## src/rtl/dual_conf_ctrl.sv

```systemverilog
// dual_conf_ctrl
//   Drives the MAX10 dual-configuration IP over Avalon-MM to reboot the
//   device from CFM0 or CFM1. A debounced request (or, optionally, a watchdog
//   expiry) polls the IP busy bit, writes the image select/overwrite register,
//   then writes the trigger register. DONE is terminal because the device
//   reconfigures immediately afterwards.
//
//   Optional feature: define DUAL_CONF_WATCHDOG_EN to add a kick watchdog.
//   When it expires in IDLE, the sequence starts with the CFM0 image.
//
// Ports
//   i_clk          single clock for all logic
//   i_rstn         asynchronous active-low reset
//   i_reconf_req   asynchronous request level (VIO or pushbutton)
//   i_img_sel      target image, 0 = CFM0, 1 = CFM1, sampled at acceptance
//   i_wd_kick      watchdog kick pulse (ignored without the watchdog)
//   o_avmm_addr    dual-config IP register address (0 when no strobe)
//   o_avmm_wr      single-cycle write strobe
//   o_avmm_rd      single-cycle read strobe
//   o_avmm_wdata   write data (0 when no strobe)
//   i_avmm_rdata   read data, valid 2 cycles after o_avmm_rd
//   o_busy         high in any state except IDLE and ERR
//   o_err          sticky busy-poll timeout flag
//   o_state        FSM state encoding for probing
module dual_conf_ctrl #(
  parameter int DEB_CYCLES     = 16,
  parameter int HOLDOFF_CYCLES = 1000,
  parameter int POLL_MAX       = 255,
  parameter int WD_CYCLES      = 50000000
) (
  input  logic        i_clk,
  input  logic        i_rstn,
  input  logic        i_reconf_req,
  input  logic        i_img_sel,
  input  logic        i_wd_kick,
  output logic [2:0]  o_avmm_addr,
  output logic        o_avmm_wr,
  output logic        o_avmm_rd,
  output logic [31:0] o_avmm_wdata,
  input  logic [31:0] i_avmm_rdata,
  output logic        o_busy,
  output logic        o_err,
  output logic [2:0]  o_state
);

  localparam int DEB_W  = $clog2(DEB_CYCLES + 1);
  localparam int HOLD_W = $clog2(HOLDOFF_CYCLES + 1);
  localparam int POLL_W = $clog2(POLL_MAX + 1);

  localparam logic [DEB_W-1:0]  DEB_LAST  = DEB_W'(DEB_CYCLES - 1);
  localparam logic [HOLD_W-1:0] HOLD_INIT = HOLD_W'(HOLDOFF_CYCLES);
  localparam logic [POLL_W-1:0] POLL_LAST = POLL_W'(POLL_MAX - 1);
  localparam logic [POLL_W-1:0] POLL_TOP  = POLL_W'(POLL_MAX);

  typedef enum logic [2:0] {
    IDLE      = 3'd0,
    POLL_RD   = 3'd1,
    POLL_WAIT = 3'd2,
    WR_SEL    = 3'd3,
    WR_TRIG   = 3'd4,
    DONE      = 3'd5,
    ERR       = 3'd6
  } state_t;

  state_t              state_q, state_d;
  logic                sync_p0, sync_p1;
  logic                filt_q, filt_dly_q;
  logic [DEB_W-1:0]    deb_cnt_q;
  logic [HOLD_W-1:0]   hold_cnt_q;
  logic [POLL_W-1:0]   poll_cnt_q, poll_cnt_d;
  logic                wait_q, wait_d;
  logic                img_q, img_d;
  logic                err_q, err_d;
  logic                trig;
  logic                wd_fire;

  // Stage: synchroniser, debouncer and reset holdoff
  always_ff @(posedge i_clk or negedge i_rstn) begin
    if (!i_rstn) begin
      sync_p0    <= 1'b0;
      sync_p1    <= 1'b0;
      filt_q     <= 1'b0;
      filt_dly_q <= 1'b0;
      deb_cnt_q  <= '0;
      hold_cnt_q <= HOLD_INIT;
    end else begin
      sync_p0    <= i_reconf_req;
      sync_p1    <= sync_p0;
      filt_dly_q <= filt_q;
      // The filtered level follows only after DEB_CYCLES consecutive samples
      // that disagree with it; any agreeing sample restarts the count.
      if (sync_p1 != filt_q) begin
        if (deb_cnt_q == DEB_LAST) begin
          filt_q    <= sync_p1;
          deb_cnt_q <= '0;
        end else begin
          deb_cnt_q <= deb_cnt_q + 1'b1;
        end
      end else begin
        deb_cnt_q <= '0;
      end
      if (hold_cnt_q != '0) begin
        hold_cnt_q <= hold_cnt_q - 1'b1;
      end
    end
  end

  // Filtered is reset to 0, so a request held through reset produces its
  // rising edge inside holdoff and must fall and rise again to be seen.
  assign trig = filt_q & ~filt_dly_q & (hold_cnt_q == '0);

`ifdef DUAL_CONF_WATCHDOG_EN
  localparam int WD_W = $clog2(WD_CYCLES + 1);
  localparam logic [WD_W-1:0] WD_TOP = WD_W'(WD_CYCLES);

  logic [WD_W-1:0] wd_cnt_q;

  // Stage: kick watchdog, held clear during holdoff, saturates at expiry
  always_ff @(posedge i_clk or negedge i_rstn) begin
    if (!i_rstn) begin
      wd_cnt_q <= '0;
    end else if ((hold_cnt_q != '0) || i_wd_kick) begin
      wd_cnt_q <= '0;
    end else if (wd_cnt_q != WD_TOP) begin
      wd_cnt_q <= wd_cnt_q + 1'b1;
    end
  end

  assign wd_fire = (wd_cnt_q == WD_TOP);
`else
  logic unused_wd;
  assign unused_wd = i_wd_kick;
  assign wd_fire   = 1'b0;
`endif

  logic unused_rdata;
  assign unused_rdata = ^i_avmm_rdata[31:1];

  // Stage: FSM state register
  always_ff @(posedge i_clk or negedge i_rstn) begin
    if (!i_rstn) begin
      state_q    <= IDLE;
      poll_cnt_q <= '0;
      wait_q     <= 1'b0;
      img_q      <= 1'b0;
      err_q      <= 1'b0;
    end else begin
      state_q    <= state_d;
      poll_cnt_q <= poll_cnt_d;
      wait_q     <= wait_d;
      img_q      <= img_d;
      err_q      <= err_d;
    end
  end

  // Stage: next state and bus strobes (Moore, straight from the state
  // register, so an asynchronous reset silences the bus at once)
  always_comb begin
    state_d      = state_q;
    poll_cnt_d   = poll_cnt_q;
    wait_d       = 1'b0;
    img_d        = img_q;
    err_d        = err_q;
    o_avmm_rd    = 1'b0;
    o_avmm_wr    = 1'b0;
    o_avmm_addr  = 3'd0;
    o_avmm_wdata = 32'd0;
    unique case (state_q)
      IDLE: begin
        // A manual trigger takes priority over a simultaneous expiry.
        if (trig) begin
          img_d      = i_img_sel;
          poll_cnt_d = '0;
          state_d    = POLL_RD;
        end else if (wd_fire) begin
          img_d      = 1'b0;
          poll_cnt_d = '0;
          state_d    = POLL_RD;
        end
      end
      POLL_RD: begin
        o_avmm_rd   = 1'b1;
        o_avmm_addr = 3'd3;
        state_d     = POLL_WAIT;
      end
      POLL_WAIT: begin
        // Two wait cycles: read data lands on the second one.
        if (!wait_q) begin
          wait_d = 1'b1;
        end else if (i_avmm_rdata[0]) begin
          if (poll_cnt_q >= POLL_LAST) begin
            poll_cnt_d = POLL_TOP;
            err_d      = 1'b1;
            state_d    = ERR;
          end else begin
            poll_cnt_d = poll_cnt_q + 1'b1;
            state_d    = POLL_RD;
          end
        end else begin
          state_d = WR_SEL;
        end
      end
      WR_SEL: begin
        o_avmm_wr    = 1'b1;
        o_avmm_addr  = 3'd1;
        o_avmm_wdata = {30'd0, img_q, 1'b1};
        state_d      = WR_TRIG;
      end
      WR_TRIG: begin
        o_avmm_wr    = 1'b1;
        o_avmm_addr  = 3'd0;
        o_avmm_wdata = 32'd1;
        state_d      = DONE;
      end
      DONE: begin
        state_d = DONE;
      end
      ERR: begin
        if (trig) begin
          err_d      = 1'b0;
          poll_cnt_d = '0;
          state_d    = IDLE;
        end
      end
      default: begin
        state_d = IDLE;
      end
    endcase
  end

  assign o_busy  = (state_q != IDLE) && (state_q != ERR);
  assign o_err   = err_q;
  assign o_state = state_q;

endmodule

```

## config.mk

```make
export PLATFORM = sky130hd
export DESIGN_NAME = dual_conf_ctrl
export DESIGN_NICKNAME = d
export VERILOG_FILES = /design/src/rtl/dual_conf_ctrl.sv
export SDC_FILE = /design/constraint.sdc
export NUM_CORES = 1
export LEC_CHECK = 0
export ABC_AREA = 1
export CAP_MARGIN = 10
export CORE_MARGIN = 3
export CORE_UTILIZATION = 48
export CTS_CLUSTER_SIZE = 28
export DETAILED_ROUTE_END_ITERATION = 10
export PLACE_DENSITY = 0.95
export RECOVER_POWER = 100
export SLEW_MARGIN = 20
export SYNTH_ARGS = -nofsm -noshare
export SYNTH_HDL_FRONTEND = slang
export SYNTH_SLANG_ARGS = --single-unit
```

## constraint.sdc

```tcl
create_clock -name i_clk -period 4.35 [get_ports i_clk]
set_input_delay 0.435 -clock i_clk [delete_from_list [all_inputs] [get_ports i_clk]]
set_output_delay 0.435 -clock i_clk [all_outputs]
set_load 0.03 [all_outputs]
```

### Yosys cells after proc, flatten, opt, wreduce, memory -nomap -nowiden

Cells that the tools add are included.

| storage, ports and cells | value |
|---|---|
| output and inout bits | 42 |
| bits of input ports | 37 |
| register bits after elaboration | 33 |
| word-level logic and storage cells | 72 |

| cells by class | value |
|---|---|
| multiplexer cells | 24 |
| $add $sub $neg | 3 |
| equality and inequality tests | 15 |
| magnitude comparators | 1 |
| bitwise operators | 3 |
| reductions and logical operators | 15 |

Operator list:

| cell | number |
|---|---|
| 8-bit two-way mux | 4 |
| 3-bit case mux with 6 select lines | 1 |
| 8-bit case mux with 2 select lines | 1 |
| 3-bit two-way mux | 5 |
| 10-bit logical NOT | 1 |
| 5-bit two-way mux | 2 |
| 2-bit inequality test, second input constant | 5 |
| 10-bit nonzero test | 1 |
| 10-bit by 1-bit subtractor with 10-bit output, second input constant | 1 |
| 3-bit equality test, second input constant | 3 |
| 8-bit by 1-bit adder with 8-bit output, second input constant | 1 |
| 8-bit >= comparator, second input constant | 1 |
| 1-bit two-way mux | 8 |
| 2-bit case mux with 2 select lines | 2 |
| 3-bit by 2-bit equality test with 1-bit output, second input constant | 2 |
| 2-bit OR reduction | 3 |
| 5-bit by 1-bit adder with 5-bit output, second input constant | 1 |
| 5-bit by 4-bit equality test with 1-bit output, second input constant | 1 |
| 5-bit AND reduction | 1 |
| 2-bit AND reduction | 2 |
| 4-bit AND reduction | 1 |
| 2-bit nonzero test | 2 |
| 3-bit by 1-bit equality test with 1-bit output, second input constant | 1 |
| 3-bit logical NOT | 1 |
| 9 further kinds | 10 |

### Logic depth before layout (Yosys ltp)

| logic depth | value |
|---|---|
| depth in word-level cells | 5 |
| depth in mapped cells | 10 |
| mapped depth without buffers | 10 |

### Least setup slack after synthesis

No wires, ideal clock.

| timing | value |
|---|---|
| path type | register to output |
| start | register state_q[2] (netlist: o_state[2]) |
| end | output port o_avmm_wdata[0] |
| data required time | 3,915 ps |
| cell stages (with the launch flop) | 6 |
| data arrival time | 1,941 ps |
| slack | 1,974 ps |
| buffers on the path | 1 |
| path through | dfrtp_1 > inv_1 > nor2_1 > inv_1 > o21ai_0 > buf_4 |

| on the way | value |
|---|---|
| cells in the longest elaborated chain, start to end | 2 |
| elaborated cells between the ends (all ways) | 3 |
| those cells by class | eq/ne (2); mux (1) |

Ends and longest elaborated chain:

| item | RTL line | source |
|---|---|---|
| start: declaration | 65 | `state_t state_q, state_d;` |
| start signal: assignment | 148 | `state_q <= state_d;` |
| 3-bit equality test / 3-bit by 2-bit equality test with 1-bit output (equally long branches) | 168 | `unique case (state_q)` |
| 2-bit case mux with 2 select lines (*) | 168 |  |
| end: declaration | 39 | `output logic [31:0] o_avmm_wdata,` |

Mark *: on every way between the ends. The rest lies on a longest branch, timed or not.

### Final worst setup path

| timing | value |
|---|---|
| start | register state_q[2] (netlist: o_state[2]) |
| end | output port o_avmm_wr |

| on the way | value |
|---|---|
| cells in the longest elaborated chain, start to end | 3 |
| elaborated cells between the ends (all ways) | 4 |
| those cells by class | eq/ne (2); mux (1); reduce/logical (1) |

Ends and longest elaborated chain:

| item | RTL line | source |
|---|---|---|
| 3-bit equality test / 3-bit by 2-bit equality test with 1-bit output (equally long branches) | 168 |  |
| 2-bit OR reduction (no source line) (*) | n/a |  |
| 1-bit two-way mux (*) | 168 |  |
| end: declaration | 37 | `output logic o_avmm_wr,` |

Marked as above.

==> impl_metrics.toml <==
[cells_and_area]
layout-drive-gt1-share = 0.119
n_antenna_cell = 0
syn_to_final_growth_pct = 6.38
final_nets = 335

[power_and_ir_drop]
power.density_nw_per_um2 = 335
vdd_ir_drop_max_mv = 0.180
p_leak_nw = 1.26
total_power_uw = 769

[status]
violations = "capacitance limit, slew limit"
status = "complete, but fails checks"

[min_path]
holdPathEnd = "sync_p1"
holdCritPathClass = "flop to flop"
min_from = "sync_p0"
whs_path_depth = 0

[sta]
setup_viol = 0
max_freq_mhz = 407
finalSetupTns_ps = 0
tightestPinTransition_ps = 1730
post-route-period-util = 0.564
fin_crit_ps = 2450
slew_headroom = -0.156
fin_skew_ps = 3.72
finalHoldViolCount = 0
drv_slew = 34
rsz0062_at_grt = "false"

[synth]
syn_avg_cell_area_um2 = 7.91
synth_async_sr_flop_share = 1.00
synth_edf_count = 0
syn_area_um2 = 2160
synthTopCellsByArea = "dfrtp_1 31%, buf_4 11%, nand2_1 8.9%, dfstp_2 7.3%, inv_1 6.4%"
ys.warnings.count = 0
synth_top_area_frac = 0.313
synthFlopType = "dfrtp_1"
seq_area_frac_synth = 0.386
synthCells = 273
yosysTopAreaCell = "dfrtp_1"
ys_ff_latch = 33
synth_cell_type_count = 29

[global_routing]
antenna_found_initial = 0
grt_max_degree = 34
track_usage = 0.165
grt_pass1_vias = 1564
grt_first_pass_wirelength_um = 6860
grt-ovfl-total = 0

[floorplanning]
rows = 23
die-area_um2 = 5340
dieHeight_um = 73.1
coreArea_um2 = 4170
ios = 79
start_util = 0.517
die_x_um = 73.1

[setup_path]
crit_top_cell = "inv_1"
max_stage_delay_ps = 770
r2r_slack_ps = 2390
path_cells = "inv_1 > nor2_1 > inv_1 > o21ai_0 > dlygate4sd3_1"
required_ps = 3910
cp-end-kind = "output port"
r2r_end = "poll_cnt_q[2]"
crit_arrival_ps = 2020
reg2reg_depth = 9
crit_fanout = 8
r2r_start = "hold_cnt_q[0]"
slowest_stage = "dlygate4sd3_1"
startpoint_type = "flop"
critical_path_class = "flop to output port"

[drt]
routed_wl_um = 3970
routedWlPerCell_um = 11.5
first_iter_violations = 126
final_antenna_net_count = 0
vias_per_cell = 4.87
via_count = 1676
firstDrtPassIters = 4
drc = 0

[cts]
post_cts_resized = 0
tritoncts = "yes"
cts_sinks = 33
root_buffer = "clkbuf_8"
hold_buffers = 0
cts_max_path_buffers = 2
clk_latency_ps = 290
clk_pin_slew_ps = 80
post_cts_buffers = 0
cts-htree-levels = 2
cts_buffers = 5

[placed_design]
routabilityCongestion = 0.879
dp_hpwl_um = 2890
portBuffers = 15

[run]
cap_violations = 1
==> synth_stat cells, types with 3 or more instances <==
master	n
a21oi_1	16
buf_4	33
dfrtp_1	27
dfstp_2	6
ha_1	5
inv_1	37
inv_2	7
nand2_1	51
nand2_2	5
nand2_4	4
nand3_1	15
nand4_1	5
nor2_1	21
nor2_4	5
nor3_1	5
o21ai_0	9
xnor2_1	3
xor2_1	5
==> through the flow <==
step                hold WS, ps  utilization  instances  area (um2)  setup WS (ps)
CTS                         354        0.565        344        2360           1860
floorplan                   139            -        303        2270           1970
global placement            332        0.538        336        2240           2260
detailed placement          337        0.538        336        2240           2190
global route                368        0.550        344        2300           1800
finish                      356        0.550        344        2300           1900
==> critical path, delay by kind of cell, from the launching register on <==
kind | cells | cell delay [ps]
flops | 1 | 510
compound gates | 1 | 180
buf+inv | 3 | 930
simple gates | 1 | 100
==> layout by cell type, fill, tap and decap left out, drive strengths merged <==
cell and instances:
clkinvlp 1, clkdlybuf4s50 2, nor2 28, xnor2 3, and3 1, nand2 60
bufinv 1, clkbuf 6, o21ai 11, xor2 5, dfrtp 27, dlygate4sd3 13
conb 31, a31oi 1, clkinv 1, nand3 17, a21oi 18, o21a 1
nor4 1, nand4 5, nand3b 1, nor3 5, inv 44, ha 5
dfstp 6
==> registers in the layout, summed over array words and instances, names as in the netlist <==
name	flops
hold_cnt_q	10
poll_cnt_q	8
deb_cnt_q	5
o_state	3
filt_dly_q	1
filt_q	1
img_q	1
o_err	1
sync_p0	1
sync_p1	1
wait_q	1
==> cell type report <==
class                   count  area, um2
clock inverters             3       46.3
well taps                  50       62.6
flip-flops and latches     33        833
inverters                  44        165
clock buffers               5       68.8
fillers                   378       1880
repair buffers             16        154
multi-input cells         193        966
==> worst max-delay path by stage <==
| stage | cells after the start | slack, ps | endpoint | start |
|---|---|---|---|---|
| after floorplan | 5 | 1970 | o_avmm_wdata[0] | o_state[2] |
| after global placement | 5 | 2260 | o_avmm_wdata[0] | o_state[2] |
| after detailed placement | 5 | 2190 | o_avmm_wr | o_state[2] |
| after CTS | 5 | 1860 | o_avmm_wr | o_state[2] |
| after global routing | 5 | 1800 | o_avmm_wr | o_state[2] |
| final | 5 | 1900 | o_avmm_wr | o_state[2] |
==> cell families after synthesis <==
group           after synthesis  share of synthesized area
simple gates                118                      0.279
compound gates               31                     0.0806
other cells                   1                    0.00174
buf+inv                      77                      0.191
fa+ha+maj                     5                     0.0290
xor+xnor                      8                     0.0325
flops                        33                      0.386
==> per-layer routing <==
metal  track usage  share of wire  routed length (um)
met5             0              0                   0
met4        0.0799          0.021                  83
met3        0.0427          0.065                 257
met2         0.272           0.49                1960
met1         0.199           0.42                1660
==> power by group <==
| part | internal [mW] | switching (mW) |
|---|---|---|
| Clock | 0.171 | 0.127 |
| Combinational | 0.0337 | 0.117 |
| Sequential | 0.314 | 0.00637 |
Note: power is estimated with default switching activity, not from simulation.
